===== src/rtl/rsa_modexp_ctrl_if.sv =====
// Bus bundle for rsa_modexp_ctrl: job request/response plus the shared
// modular-multiplier start/done channel. The slave view is the sequencer itself.
interface rsa_modexp_ctrl_if #(
  parameter int KEY_WIDTH = 128,
  parameter int CNT_WIDTH = 16
) ();
  logic                 start;
  logic [KEY_WIDTH-1:0] base;
  logic [KEY_WIDTH-1:0] exp;
  logic [KEY_WIDTH-1:0] mod;
  logic                 busy;
  logic                 done;
  logic                 err;
  logic [KEY_WIDTH-1:0] result;
  logic [CNT_WIDTH-1:0] op_count;
  logic                 mm_start;
  logic [KEY_WIDTH-1:0] mm_a;
  logic [KEY_WIDTH-1:0] mm_b;
  logic [KEY_WIDTH-1:0] mm_n;
  logic                 mm_done;
  logic [KEY_WIDTH-1:0] mm_p;

  modport slave (
    input  start, base, exp, mod, mm_done, mm_p,
    output busy, done, err, result, op_count, mm_start, mm_a, mm_b, mm_n
  );

  modport master (
    output start, base, exp, mod, mm_done, mm_p,
    input  busy, done, err, result, op_count, mm_start, mm_a, mm_b, mm_n
  );
endinterface


===== src/rtl/rsa_modexp_ctrl.sv =====
// Right-to-left square-and-multiply sequencer for r = base^exp mod n, driving
// one external modular multiplier over a start/done handshake.
module rsa_modexp_ctrl #(
  parameter int KEY_WIDTH = 128,
  parameter int CNT_WIDTH = 16
) (
  input logic              clk,
  input logic              rst,
  rsa_modexp_ctrl_if.slave bus
);

  typedef enum logic [2:0] {
    IDLE      = 3'd0,
    CHECK     = 3'd1,
    MUL_ISSUE = 3'd2,
    MUL_WAIT  = 3'd3,
    SQR_ISSUE = 3'd4,
    SQR_WAIT  = 3'd5,
    SHIFT     = 3'd6,
    FINISH    = 3'd7
  } state_e;

  localparam logic [KEY_WIDTH-1:0] ONE     = KEY_WIDTH'(1);
  localparam logic [KEY_WIDTH-1:0] TWO     = KEY_WIDTH'(2);
  localparam logic [CNT_WIDTH-1:0] CNT_MAX = '1;

  state_e               state_q;
  logic [KEY_WIDTH-1:0] acc_q;
  logic [KEY_WIDTH-1:0] sq_q;
  logic [KEY_WIDTH-1:0] e_sh_q;
  logic [KEY_WIDTH-1:0] n_q;
  logic [KEY_WIDTH-1:0] result_q;
  logic [KEY_WIDTH-1:0] mm_a_q;
  logic [KEY_WIDTH-1:0] mm_b_q;
  logic [KEY_WIDTH-1:0] mm_n_q;
  logic [CNT_WIDTH-1:0] op_count_q;
  logic                 busy_q;
  logic                 done_q;
  logic                 err_q;
  logic                 mm_start_q;
  logic [KEY_WIDTH-1:0] e_shr_d;

  function automatic logic [CNT_WIDTH-1:0] sat_inc(input logic [CNT_WIDTH-1:0] v);
    if (v == CNT_MAX) begin
      return v;
    end else begin
      return v + CNT_WIDTH'(1);
    end
  endfunction

  assign e_shr_d = {1'b0, e_sh_q[KEY_WIDTH-1:1]};

  assign bus.busy     = busy_q;
  assign bus.done     = done_q;
  assign bus.err      = err_q;
  assign bus.result   = result_q;
  assign bus.op_count = op_count_q;
  assign bus.mm_start = mm_start_q;
  assign bus.mm_a     = mm_a_q;
  assign bus.mm_b     = mm_b_q;
  assign bus.mm_n     = mm_n_q;

  // Sequencer state, datapath registers and registered outputs.
  // Operands and mm_start are loaded on entry to an ISSUE state so they are
  // already stable in the cycle mm_start is visible.
  always_ff @(posedge clk or posedge rst) begin
    if (rst) begin
      state_q    <= IDLE;
      acc_q      <= '0;
      sq_q       <= '0;
      e_sh_q     <= '0;
      n_q        <= '0;
      result_q   <= '0;
      mm_a_q     <= '0;
      mm_b_q     <= '0;
      mm_n_q     <= '0;
      op_count_q <= '0;
      busy_q     <= 1'b0;
      done_q     <= 1'b0;
      err_q      <= 1'b0;
      mm_start_q <= 1'b0;
    end else begin
      case (state_q)
        IDLE: begin
          done_q <= 1'b0;
          err_q  <= 1'b0;
          if (bus.start) begin
            sq_q       <= bus.base;
            e_sh_q     <= bus.exp;
            n_q        <= bus.mod;
            acc_q      <= ONE;
            op_count_q <= '0;
            busy_q     <= 1'b1;
            state_q    <= CHECK;
          end else begin
            state_q <= IDLE;
          end
        end

        CHECK: begin
          if (n_q < TWO) begin
            result_q <= '0;
            err_q    <= 1'b1;
            done_q   <= 1'b1;
            busy_q   <= 1'b0;
            state_q  <= FINISH;
          end else if (e_sh_q == '0) begin
            result_q <= ONE;
            done_q   <= 1'b1;
            busy_q   <= 1'b0;
            state_q  <= FINISH;
          end else if (e_sh_q[0]) begin
            mm_a_q     <= acc_q;
            mm_b_q     <= sq_q;
            mm_n_q     <= n_q;
            mm_start_q <= 1'b1;
            state_q    <= MUL_ISSUE;
          end else begin
            mm_a_q     <= sq_q;
            mm_b_q     <= sq_q;
            mm_n_q     <= n_q;
            mm_start_q <= 1'b1;
            state_q    <= SQR_ISSUE;
          end
        end

        MUL_ISSUE: begin
          mm_start_q <= 1'b0;
          op_count_q <= sat_inc(op_count_q);
          state_q    <= MUL_WAIT;
        end

        MUL_WAIT: begin
          if (bus.mm_done) begin
            acc_q <= bus.mm_p;
            // Last set bit: the trailing squaring would never be used.
            if (e_shr_d == '0) begin
              state_q <= SHIFT;
            end else begin
              mm_a_q     <= sq_q;
              mm_b_q     <= sq_q;
              mm_n_q     <= n_q;
              mm_start_q <= 1'b1;
              state_q    <= SQR_ISSUE;
            end
          end else begin
            state_q <= MUL_WAIT;
          end
        end

        SQR_ISSUE: begin
          mm_start_q <= 1'b0;
          op_count_q <= sat_inc(op_count_q);
          state_q    <= SQR_WAIT;
        end

        SQR_WAIT: begin
          if (bus.mm_done) begin
            sq_q    <= bus.mm_p;
            state_q <= SHIFT;
          end else begin
            state_q <= SQR_WAIT;
          end
        end

        SHIFT: begin
          e_sh_q <= e_shr_d;
          if (e_shr_d == '0) begin
            result_q <= acc_q;
            done_q   <= 1'b1;
            busy_q   <= 1'b0;
            state_q  <= FINISH;
          end else if (e_shr_d[0]) begin
            mm_a_q     <= acc_q;
            mm_b_q     <= sq_q;
            mm_n_q     <= n_q;
            mm_start_q <= 1'b1;
            state_q    <= MUL_ISSUE;
          end else begin
            mm_a_q     <= sq_q;
            mm_b_q     <= sq_q;
            mm_n_q     <= n_q;
            mm_start_q <= 1'b1;
            state_q    <= SQR_ISSUE;
          end
        end

        FINISH: begin
          done_q  <= 1'b0;
          err_q   <= 1'b0;
          state_q <= IDLE;
        end

        default: begin
          mm_start_q <= 1'b0;
          busy_q     <= 1'b0;
          done_q     <= 1'b0;
          err_q      <= 1'b0;
          state_q    <= IDLE;
        end
      endcase
    end
  end

endmodule


===== src/flat_wrapper.sv =====
// flat-port wrapper written by rule: the top's interface ports become plain ports
module rsa_modexp_ctrl_flat 
#(
  parameter int KEY_WIDTH = 128,
  parameter int CNT_WIDTH = 16
)
  (clk, rst, bus_start, bus_base, bus_exp, bus_mod, bus_mm_done, bus_mm_p, bus_busy, bus_done, bus_err, bus_result, bus_op_count, bus_mm_start, bus_mm_a, bus_mm_b, bus_mm_n);
  rsa_modexp_ctrl_if #(.KEY_WIDTH(KEY_WIDTH), .CNT_WIDTH(CNT_WIDTH)) bus_i ();
  input logic clk;
  input logic rst;
  input wire logic [$bits(bus_i.start)-1:0] bus_start;
  input wire logic [$bits(bus_i.base)-1:0] bus_base;
  input wire logic [$bits(bus_i.exp)-1:0] bus_exp;
  input wire logic [$bits(bus_i.mod)-1:0] bus_mod;
  input wire logic [$bits(bus_i.mm_done)-1:0] bus_mm_done;
  input wire logic [$bits(bus_i.mm_p)-1:0] bus_mm_p;
  output wire logic [$bits(bus_i.busy)-1:0] bus_busy;
  output wire logic [$bits(bus_i.done)-1:0] bus_done;
  output wire logic [$bits(bus_i.err)-1:0] bus_err;
  output wire logic [$bits(bus_i.result)-1:0] bus_result;
  output wire logic [$bits(bus_i.op_count)-1:0] bus_op_count;
  output wire logic [$bits(bus_i.mm_start)-1:0] bus_mm_start;
  output wire logic [$bits(bus_i.mm_a)-1:0] bus_mm_a;
  output wire logic [$bits(bus_i.mm_b)-1:0] bus_mm_b;
  output wire logic [$bits(bus_i.mm_n)-1:0] bus_mm_n;
  assign bus_i.start = bus_start;
  assign bus_i.base = bus_base;
  assign bus_i.exp = bus_exp;
  assign bus_i.mod = bus_mod;
  assign bus_i.mm_done = bus_mm_done;
  assign bus_i.mm_p = bus_mm_p;
  assign bus_busy = bus_i.busy;
  assign bus_done = bus_i.done;
  assign bus_err = bus_i.err;
  assign bus_result = bus_i.result;
  assign bus_op_count = bus_i.op_count;
  assign bus_mm_start = bus_i.mm_start;
  assign bus_mm_a = bus_i.mm_a;
  assign bus_mm_b = bus_i.mm_b;
  assign bus_mm_n = bus_i.mm_n;
  rsa_modexp_ctrl #(.KEY_WIDTH(KEY_WIDTH), .CNT_WIDTH(CNT_WIDTH)) u_core (.clk(clk), .rst(rst), .bus(bus_i));
endmodule

===== config.mk =====
export PLATFORM = sky130hd
export DESIGN_NAME = rsa_modexp_ctrl_flat
export DESIGN_NICKNAME = d
export VERILOG_FILES = /design/src/rtl/rsa_modexp_ctrl_if.sv /design/src/rtl/rsa_modexp_ctrl.sv /design/src/flat_wrapper.sv
export SDC_FILE = /design/constraint.sdc
export NUM_CORES = 2
export LEC_CHECK = 0
export CORE_AREA = 4 4 405 407
export DETAILED_ROUTE_END_ITERATION = 8
export DIE_AREA = 0 0 409 411
export PLACE_DENSITY = 0.54
export SETUP_SLACK_MARGIN = 0.02
export SYNTH_ARGS = -nofsm -noshare
export SYNTH_HDL_FRONTEND = slang
export SYNTH_SLANG_ARGS = --single-unit

===== constraint.sdc =====
create_clock -name clk -period 58 [get_ports clk]
set_clock_uncertainty 0.15 [all_clocks]
set_input_delay 17.4 -clock clk [delete_from_list [all_inputs] [get_ports clk]]
set_output_delay 17.4 -clock clk [all_outputs]
set_load 0.1 [all_outputs]

# --- Word level (Yosys, flattened, before mapping) ---
# Index checks and enable logic that the tools add are counted.
# Widths: inputs -> output; s select.
word_totals:
  register_bits: 1047
  latch_bits: 0
  ram_bits: 0
  mem_bits_ro: 0
  in_bits: 516
  output_inout_bits: 532
  wordCells: 120
  n_memories: 0
classes:
  add_sub_neg: 1
  multipliers: 0
  n_div: 0
  order_cmp: 1
  eq_ne: 19
  n_shift: 0
  mux: 58
  bitwise_logic: 0
  reduce_logical: 27
op_table:
  columns: ["cell", "n"]
  rows:
  - ["$mux 128", 22]
  - ["$pmux 128 s3", 3]
  - ["$pmux 128 s2", 4]
  - ["$logic_not 128->1", 2]
  - ["$lt 128x2->1 const B", 1]
  - ["$mux 16", 2]
  - ["$pmux 16 s2", 1]
  - ["$pmux 3 s8", 1]
  - ["$mux 3", 6]
  - ["$add 16x1->16 const B", 1]
  - ["$eq 16x16->1 const B", 1]
  - ["$ne 2x2->1 const B", 8]
  - ["$reduce_and 3->1", 5]
  - ["$mux 1", 13]
  - ["$eq 3x3->1 const B", 4]
  - ["$reduce_and 4->1", 3]
  - ["$reduce_bool 2->1", 6]
  - ["$reduce_bool 3->1", 3]
  - ["$eq 3x2->1 const B", 2]
  - ["$pmux 1 s3", 2]
  - ["$reduce_and 2->1", 3]
  - ["$reduce_and 6->1", 1]
  - ["$mux 2", 2]
  - ["$ne 2x1->1 const B", 2]
  - ["7 further kinds", 8]

# --- Depth between registers and ports, before layout ---
depth:
  depth_word: 4
  ltp_mapped: 9
  ltp_nobuf: 7

# --- Least setup slack after synthesis ---
# Ideal clock, no wire load.
synth_path:
  kind: "in2reg"
  from: "input bus_start"
  to: "register u_core.op_count_q[5], in the netlist u_core.bus.op_count[5]"
  setup_time_ps: 74
  arrival_time_ps: 19076
  required_ps: 57776
  slack_ps: 38700
  path_stages: 8
  n_path_buf: 2
  cell_sequence: "or4b_2 clkbuf_1 o21ai_0 o21a_1 clkbuf_1 nand4_1 xor2_1 nor2_1"
synth_between:
  elab_chain_len: 2
synth_rtl:
  columns: ["item", "line", "source"]
  rows:
  - ["start: declaration", "flat_wrapper.sv:11", "input wire logic [$bits(bus_i.start)-1:0] bus_start;"]
  - ["$ne 2x2->1 (no source line)", null, null]
  - ["$reduce_and 3->1 (no source line)", null, null]
  - ["end signal: assignment", "rsa_modexp_ctrl.sv:129", "op_count_q <= sat_inc(op_count_q);"]
  - ["end signal: assignment", "rsa_modexp_ctrl.sv:153", "op_count_q <= sat_inc(op_count_q);"]
  - ["end: declaration", "rsa_modexp_ctrl.sv:36", "logic [CNT_WIDTH-1:0] op_count_q;"]
# Every way passes these cells.
# A chain may end at the register's enable or synchronous reset.

==> reports/results.tsv <==
stage	metric	value	unit
layout	drive_gt1_frac	0.09420	
global_route	grt_max_degree	181	
routing	drtIter0Drc	2258	
worst_setup_path	end_kind	asynchronous set/reset pin	
layout	layout_commonest_cell	dfrtp_1	
global_route	first_global_vias	32740	
sta	min_period	21.25	ns
clock_tree	clock_latency	0.74	ns
sta	setup_violations	0	
worst_setup_path	worstPathMaxFanout	135	
placement	portBuffers	1047	
yosys	yosys_register_bits	1047	
sta	period_share	0.3664	
yosys	syn-cell-area	42700	um^2
routing	wl_per_cell	24.49	um
worst_hold_path	hold_class	reg -> reg	
floorplan	start_util	0.2665	
yosys	async_flop_share	1.000	
run_status	status	finished, violations left	
sta	rsz0062_at_grt	no	
routing	num_vias	31950	
worst_setup_path	cp.required	58.63	ns
layout	layout_common_cells	dfrtp_1 (1,047), clkdlybuf4s50_1 (1,034), nand2_1 (781)	
worst_hold_path	hold-path-cell-count	1	
job	maxCapViolCount	0	
sta	hold_viol_final	0	
floorplan	coreArea	160200	um^2
floorplan	die_y	411	um
sta	final_max_slew_viol_count	63	
clock_tree	post_cts_buffers	0	
pwr	switching_share	0.4883	
worst_setup_path	reg2reg_depth	10	
clock_tree	cts_tree	built	
pwr	finalPower	0.004057	W
sta	fmax	47.06	MHz
clock_tree	cts.sinks	1047	
sta	fin_ws	36.75	ns
global_route	track_usage	0.1914	
pwr	power.switching	0.001981	W
floorplan	io_pins	1048	
placement	gp_congestion	0.8452	
worst_setup_path	path_class	in -> async	
placement	pre_cts_slack	35.70	ns
routing	firstDrtPassIters	7	
routing	ant_nets	0	
pwr	p_clk_frac	0.190	
pwr	p_leak	27.11	nW
pwr	pwr-share-seq	0.311	
layout	design_area	59310	um^2
layout	syn_to_final_growth	38.91	%
yosys	synth_edf_count	0	
routing	drc	0	
floorplan	die_area	168100	um^2
clock_tree	cts_resized	0	
yosys	synthFlopType	dfrtp_1	
run_status	failed_checks	max-slew violations	
clock_tree	ctsHoldBuffers	0	
sta	fin_setup_tns	0	ns
worst_setup_path	reg2reg_to	u_core.bus.mm_a[115]	
yosys	ys_seq_area_frac	0.6136	
placement	hpwl	118200	um
clock_tree	path_clk_slew	0.06	ns
global_route	grt_pass1_wl	238300	um
global_route	overflow	0	
yosys	yosysWarnings	0	
pwr	vdd_ir_drop_max	0.00004885	V
worst_hold_path	hold_end	u_core.bus.mm_n[9]	
yosys	netlist_instances	3556	
global_route	antenna_found_initial	42	
sta	worstMarginPinSlew	1.674	ns
floorplan	fp.dieW	409	um
yosys	syn_nets	4073	
clock_tree	root_buffer	clkbuf_16	
routing	avgViaCountPerCell	4.703	
pwr	pwr_density_cell	68.40	nW/um^2
worst_setup_path	crit_arrival	21.88	ns
worst_setup_path	reg2reg_slack	51.69	ns
worst_hold_path	min_from	u_core.n_q[9]	
sta	relSlewSlack	-0.1159	
yosys	avgSynthCellArea	12.01	um^2
pwr	cell_internal_pwr	0.002076	W
worst_setup_path	worst_setup_path_start_kind	input port	
placement	place_area	55230	um^2
clock_tree	cts_buffers	116	
pwr	comb_power_share	0.499	
layout	nNetsFinal	5038	
clock_tree	clockBufferDepth	3	
clock_tree	cts_max_level	3	
routing	wirelength	166400	um
floorplan	fp-row-count	147	
worst_setup_path	timing.rr.start	u_core.e_sh_q[65]	
yosys	ys_types	42	
## worst max path at each step
stage,start,to,cells after the start
finish,rst,u_core.n_q[54],6
global route,rst,u_core.bus.mm_n[79],6
CTS,rst,u_core.bus.mm_n[46],6
detailed placement,rst,u_core.n_q[118],6
global placement,rst,u_core.n_q[0],6
floorplan,rst,u_core.acc_q[0],1
## flip-flops by register name, indices dropped and copies added (netlist names), 128 cells and up
signal / count
u_core.n_q: 128
u_core.bus.mm_n: 128
u_core.acc_q: 128
u_core.e_sh_q: 128
u_core.sq_q: 128
u_core.bus.result: 128
u_core.bus.mm_b: 128
u_core.bus.mm_a: 128
## metrics by stage
| stage | instances | util | hold WS, ns |
|---|---|---|---|
| 2_1_floorplan | 3556 | - | 0.2885 |
| 3_3_place_gp | 6563 | 0.3448 | 0.3221 |
| 3_5_place_dp | 6563 | 0.3448 | 0.3299 |
| 4_1_cts | 6778 | 0.3700 | 0.3332 |
| 5_1_grt | 6787 | 0.3701 | 0.3491 |
| 6_report | 6794 | 0.3702 | 0.3326 |
## layout make-up
| class | instances | area [um^2] |
|---|---|---|
| Multi-Input combinational cell | 2252 | 15440 |
| Timing Repair Buffer | 1093 | 10840 |
| Tap cell | 2160 | 2703 |
| Antenna cell | 16 | 40.04 |
| Clock inverter | 41 | 539.3 |
| Inverter | 11 | 48.80 |
| Clock buffer | 174 | 3502 |
| Fill cell | 15690 | 100900 |
| Sequential cell | 1047 | 26200 |
## synthesized netlist by cell type (3+ instances only)
library cell,n,area [um^2]
nand4_1,24,150.1
buf_2,10,50.05
buf_6,8,90.09
nand2_1,781,2932
or3_1,4,25.02
buf_1,15,56.30
nor3_1,6,30.03
mux2_1,346,3896
mux2_2,167,1881
a21boi_0,3,22.52
a22o_1,254,2225
dfrtp_1,1047,26200
clkbuf_1,182,683.2
a21oi_1,7,35.03
buf_4,31,232.7
xnor2_1,3,26.28
inv_1,11,41.29
nor4_1,67,419.2
xor2_1,9,78.83
nor2_1,150,563.0
o21ai_0,139,695.7
a31oi_1,129,807.0
nand3_1,9,45.04
mux2i_1,129,1291
## per-layer routing
layer  global-route usage  wire, um
met5                    0       197
met4              0.05671      4820
met3              0.06645     13780
met2               0.3237     81650
met1               0.2298     65940
## power by group through the flow
stage          combinational (W)  clock [W]  sequential, W
3_3_place_gp             0.00203          0        0.00127
5_1_grt                  0.00213   0.000820        0.00130
2_1_floorplan           0.000679          0        0.00203
6_report                 0.00202   0.000772        0.00126
4_1_cts                  0.00205   0.000791        0.00126
3_5_place_dp             0.00204          0        0.00127
## cell families after synthesis
group,after synthesis,synth area share
xor gates and xnor gates,12,0.002462
DFF,1047,0.6136
buffers and inverters,257,0.02702
AOI/OAI and AO/OA,547,0.09201
muxes,642,0.1655
and+or+nand+nor,1050,0.09907
adders and majority gates,1,0.0002930
## critical path, cell delays in order
cell and delay, ns:
clkdlybuf4s50_1 0.49, inv_8 0.67, buf_4 0.76, buf_4 0.74, buf_4 0.89, buf_4 0.75
Power figures use the tool's default switching activity.
